--- src/rtl/matrix_loader.sv ---
// -----------------------------------------------------------------------------
// matrix_loader
//   Upstream feeder for the 3x3 matrix multiplier. Collects 18 stream elements
//   (A row-major, then B row-major) over a valid/ready handshake into registered
//   operand outputs, pulses Load for one cycle, then holds the operands until
//   the multiplier reports Done.
//
// Ports:
//   clk        in   clock, rising-edge
//   Reset      in   asynchronous active-low reset
//   Ain        in   WIDTH  stream element
//   Ain_valid  in   Ain holds a valid element
//   Ain_ready  out  loader can accept an element (state-only, low in reset)
//   Clear      in   synchronous flush of the current collection
//   Done       in   completion flag from the multiplier
//   A00..A22   out  WIDTH  A operands, row-major
//   B00..B22   out  WIDTH  B operands, row-major
//   Load       out  one-cycle start pulse
//   Count      out  5  elements accepted in the current collection (0..18)
//   Err        out  sticky timeout flag
//
// Optional feature: define MATRIX_LOADER_TIMEOUT_EN to enable the WAIT-state
// timeout (TIMEOUT cycles) and the sticky Err flag. Without it Err is 0.
// -----------------------------------------------------------------------------
module matrix_loader #(
  parameter int WIDTH   = 8,
  parameter int TIMEOUT = 64
) (
  input  logic             clk,
  input  logic             Reset,
  input  logic [WIDTH-1:0] Ain,
  input  logic             Ain_valid,
  output logic             Ain_ready,
  input  logic             Clear,
  input  logic             Done,
  output logic [WIDTH-1:0] A00, A01, A02, A10, A11, A12, A20, A21, A22,
  output logic [WIDTH-1:0] B00, B01, B02, B10, B11, B12, B20, B21, B22,
  output logic             Load,
  output logic [4:0]       Count,
  output logic             Err
);

  typedef enum logic [1:0] {ST_COLLECT, ST_FIRE, ST_WAIT} state_t;

  state_t           r_state;
  state_t           w_next;
  logic [WIDTH-1:0] r_op [0:17];
  logic [4:0]       r_count;
  logic             w_xfer;
  logic             w_timeout;

  // Clear drops any element offered in the same cycle.
  assign w_xfer = Ain_valid & Ain_ready & ~Clear;

`ifdef MATRIX_LOADER_TIMEOUT_EN
  localparam int CW = $clog2(TIMEOUT + 1);
  localparam logic [CW-1:0] TO_LAST = CW'(TIMEOUT - 1);

  logic [CW-1:0] r_wait_cnt;
  logic          r_err;

  // Done sampled on the last allowed cycle still wins over the timeout.
  assign w_timeout = (r_state == ST_WAIT) && !Done && (r_wait_cnt == TO_LAST);

  always_ff @(posedge clk or negedge Reset) begin
    if (!Reset) begin
      r_wait_cnt <= '0;
    end else if ((r_state == ST_WAIT) && (w_next == ST_WAIT)) begin
      r_wait_cnt <= r_wait_cnt + 1'b1;
    end else begin
      r_wait_cnt <= '0;
    end
  end

  always_ff @(posedge clk or negedge Reset) begin
    if (!Reset) begin
      r_err <= 1'b0;
    end else if (Clear) begin
      r_err <= 1'b0;
    end else if (w_timeout) begin
      r_err <= 1'b1;
    end
  end
`else
  // Timeout disabled: constant-false for any legal TIMEOUT.
  assign w_timeout = (TIMEOUT < 0);
`endif

  // State register
  always_ff @(posedge clk or negedge Reset) begin
    if (!Reset) begin
      r_state <= ST_COLLECT;
    end else begin
      r_state <= w_next;
    end
  end

  // Next-state logic
  always_comb begin
    w_next = r_state;
    case (r_state)
      ST_COLLECT: if (w_xfer && (r_count == 5'd17)) w_next = ST_FIRE;
      ST_FIRE:    w_next = ST_WAIT;
      ST_WAIT:    if (Done || w_timeout) w_next = ST_COLLECT;
      default:    w_next = ST_COLLECT;
    endcase
    if (Clear) w_next = ST_COLLECT;
  end

  // Outputs decoded from the state register only
  always_comb begin
    Ain_ready = Reset && (r_state == ST_COLLECT);
    Load      = (r_state == ST_FIRE);
`ifdef MATRIX_LOADER_TIMEOUT_EN
    Err       = r_err;
`else
    Err       = 1'b0;
`endif
  end

  // Element counter: cleared on Clear or on leaving WAIT (Done / timeout).
  always_ff @(posedge clk or negedge Reset) begin
    if (!Reset) begin
      r_count <= 5'd0;
    end else if (Clear || ((r_state == ST_WAIT) && (w_next == ST_COLLECT))) begin
      r_count <= 5'd0;
    end else if (w_xfer) begin
      r_count <= r_count + 5'd1;
    end
  end

  // Operand registers: only Reset clears them; a transfer writes slot Count.
  always_ff @(posedge clk or negedge Reset) begin
    if (!Reset) begin
      for (int i = 0; i < 18; i++) r_op[i] <= '0;
    end else if (w_xfer) begin
      r_op[r_count] <= Ain;
    end
  end

  assign Count = r_count;

  assign A00 = r_op[0];
  assign A01 = r_op[1];
  assign A02 = r_op[2];
  assign A10 = r_op[3];
  assign A11 = r_op[4];
  assign A12 = r_op[5];
  assign A20 = r_op[6];
  assign A21 = r_op[7];
  assign A22 = r_op[8];
  assign B00 = r_op[9];
  assign B01 = r_op[10];
  assign B02 = r_op[11];
  assign B10 = r_op[12];
  assign B11 = r_op[13];
  assign B12 = r_op[14];
  assign B20 = r_op[15];
  assign B21 = r_op[16];
  assign B22 = r_op[17];

endmodule

--- config.mk ---
export PLATFORM = sky130hd
export DESIGN_NAME = matrix_loader
export DESIGN_NICKNAME = d
export VERILOG_FILES = /design/src/rtl/matrix_loader.sv
export SDC_FILE = /design/constraint.sdc
export NUM_CORES = 1
export LEC_CHECK = 0
export CORE_MARGIN = 8
export CORE_UTILIZATION = 48
export CTS_BUF_LIST = sky130_fd_sc_hd__clkbuf_8 sky130_fd_sc_hd__clkbuf_16
export DETAILED_ROUTE_END_ITERATION = 6
export PLACE_DENSITY = 0.81
export SYNTH_ARGS = -nofsm -noshare
export SYNTH_HDL_FRONTEND = slang
export SYNTH_SLANG_ARGS = --single-unit
--- constraint.sdc ---
create_clock -name clk -period 2.4 [get_ports clk]
set_input_delay 0.72 -clock clk [delete_from_list [all_inputs] [get_ports clk]]
set_output_delay 0.72 -clock clk [all_outputs]
set_load 0.03 [all_outputs]
==> qor.yml <==
synthesis:
  netlist_top_cells_count: "151 x dfrtp_1, 141 x mux2_2, 14 x nor3_4"
  ys_ff_latch: 151
  synth_top_area_cell: "dfrtp_1"
  synth_edf_count: 0
  yosys.area.top_type_share_pct: 62.4
  synth_ff_type: "dfrtp_1"
  syn_avg_cell_area_sq_um: 16.3
  yosys-top-cells-area: "dfrtp_1 62%, mux2_2 26%, nor3_4 3.8%, ha_1 0.83%, nand3b_1 0.74%"
  syn-cell-area_sq_um: 6060
  postSynthCellCount: 372
  async_flop_share_pct: 100
  ys.warnings.count: 0
  yosysMostFrequentCell: "dfrtp_1"
  synth-seq-area-share_pct: 62.4
  synth.distinct_cells: 30
  syn-num-nets: 389
power:
  power_w: 0.00594
  p_per_area_nw_per_um2: 673
  p_leak_nw: 4.11
  ir_worst_vdd_uv: 527
global_routing:
  grt_start_max_net_pins: 140
  grt_use_total_pct: 20.7
  grt-ovfl-total: 0
  grt_pass1_vias: 4344
  antenna_found_initial: 0
  grt_pass1_wl_microns: 25600
detailed_routing:
  drt-wirelength-per-cell_microns: 21.6
  drtIter0Drc: 206
  num_vias: 3977
  vias_per_cell: 5.27
  drt_pass1_iterations: 4
  route.detailed.drc: 0
  wirelength_microns: 16300
  ant_nets: 0
worst_setup_path:
  crit_fanout: 7
  reg2regPathDepth: 5
  cp.arrival_ps: 1630
  cp_cell_sequence: "clkdlybuf4s50_1"
  cp-end-kind: "output pin"
  rrSetupSlack_ps: 390
  reg2reg_from: "r_state[0]"
  worstPathRequired_ps: 1680
  path_buf_inv: 1
  cpPeakStageDelay_ps: 730
  start_kind: "register"
  cpMaxStageDelayCell: "clkdlybuf4s50_1"
  r2r_end: "B10[7]"
  path_delay_family: "buffers and inverters"
  setup.worst_path.class: "register to output pin"
clocking:
  cts_sinks: 151
  cts_buffers: 17
  clk_path_buf_depth: 2
  cts_tree: "done"
  htreeDepth: 4
  clk_latency_ps: 420
  cts_root_buf: "clkbuf_16"
  clkTransAtPathRegs_ps: 50
run:
  max_cap_violations: 0
sta:
  rsz0062_at_grt: "false"
  holdWs_ps: 143
  period_share_pct: 97.9
  report.final.slew_viol_count: 0
  fin_skew_ps: 9.12
  hold_violations: 0
  worstMarginPinSlew_ps: 735
  fmax_mhz: 426
  setup_slack_ps: 51.3
  setup-violations-final: 0
  max_slew_margin_pct: 51.0
  fin_crit_ps: 2350
die:
  die_x_microns: 128
  rows: 41
  die_h_microns: 128
  io_pins: 165
  die-area_sq_um: 16500
  core_area_sq_um: 12500
  initial_core_util_pct: 48.6
placement:
  numPortBuffers: 163
  dp_hpwl_microns: 11400
  placed_area_sq_um: 8250
  gp_congestion: 0.773
  dp_slack_ps: -344
  placed_cells: 723
finish:
  stdcell_count: 755
  finalInstanceArea_sq_um: 8820
  nets: 587
  layout-drive-gt1-share_pct: 38.9
  num-fill-cells: 800
  diodes: 0
  areaGrowthSynthToFinish_pct: 45.6
run_status:
  run_status: "finished clean"
min_path:
  hold_class: "input pin to asynchronous set/reset pin"
[layer usage]
layer / global-route usage, % / part of all wire [%]
met3: 8.65 / 9.2
met1: 23.5 / 39
met5: 0 / 0
met2: 34.2 / 50
met4: 7.83 / 1.8
[placed cells by master (no fill, tap or decap), types with 2 or more instances in the layout]
| cell type | n |
|---|---|
| clkdlybuf4s50_1 | 159 |
| dfrtp_1 | 151 |
| mux2_2 | 141 |
| buf_4 | 18 |
| clkbuf_16 | 17 |
| buf_12 | 16 |
| nor3_4 | 15 |
| inv_1 | 6 |
| nand3b_1 | 6 |
| clkbuf_8 | 6 |
| or3b_2 | 4 |
| ha_1 | 4 |
| nor2_1 | 3 |
| nor3_2 | 3 |
| o31ai_1 | 3 |
| a21oi_1 | 3 |
| mux2_1 | 3 |
| clkinv_2 | 3 |
| nor3b_1 | 2 |
| or3_1 | 2 |
| or4_1 | 2 |
| nand2_1 | 2 |
| clkinvlp_4 | 2 |
[power by group]
part | internal [W] | total [W] | switching, W
sequential | 0.00266 | 0.00273 | 0.0000733
combinational | 0.000306 | 0.000758 | 0.000453
clock | 0.00147 | 0.00245 | 0.000978
total | 0.00443 | 0.00594 | 0.00150
[cell type report]
type / count / area, sq um / share of cell area (%)
Timing Repair Buffer: 196 / 2080 / 23.6
Inverter: 3 / 11.3 / 0.128
Sequential cell: 151 / 3780 / 42.8
Clock inverter: 9 / 50.0 / 0.568
Multi-Input combinational cell: 201 / 2180 / 24.7
Clock buffer: 23 / 508 / 5.76
Tap cell: 172 / 215 / 2.44
[state kept, by name, summed over array words and instances, names as in the netlist]
name     count
B01          8
A01          8
B21          8
r_state      2
A20          8
B10          8
A02          8
A11          8
A21          8
A10          8
B12          8
B20          8
A12          8
B11          8
Count        5
A00          8
B22          8
B00          8
A22          8
B02          8
[worst max-delay path by stage]
stage              start   endpoint  depth (start not counted)
6_report        Count[0]   Count[0]                          1
5_1_grt         Count[0]   Count[0]                          1
4_1_cts         Count[2]   Count[2]                          1
3_5_place_dp   Ain_valid     B10[7]                          6
3_3_place_gp   Ain_valid     A12[1]                          6
2_1_floorplan      Reset  Ain_ready                          2
[repair_timing]
item                                    in CTS  in global routing
endpoints found under the setup margin       1                  9
resized for setup                            1                  2
setup buffers                                0                  0
hold buffers                                 0                  0
[cell families (layout without fill, tap and decap cells)]
family | Yosys count | in the layout | share of synthesized area, %
AOI/OAI and AO/OA | 10 | 10 | 1.12
adders and majority gates | 4 | 4 | 0.826
DFF | 151 | 151 | 62.4
and+or+nand+nor | 42 | 42 | 7.05
buffers and inverters | 20 | 231 | 1.78
muxes | 144 | 144 | 26.8
other | 1 | 1 | 0.0619
[stage by stage]
stage	TNS, ps	util (%)
after CTS	0	70.7
after global placement	-45170	66.2
final	0	70.7
after floorplan	0	-
after detailed placement	-46380	66.2
after global routing	0	70.7
No activity file was read; power rests on OpenSTA's default activity.
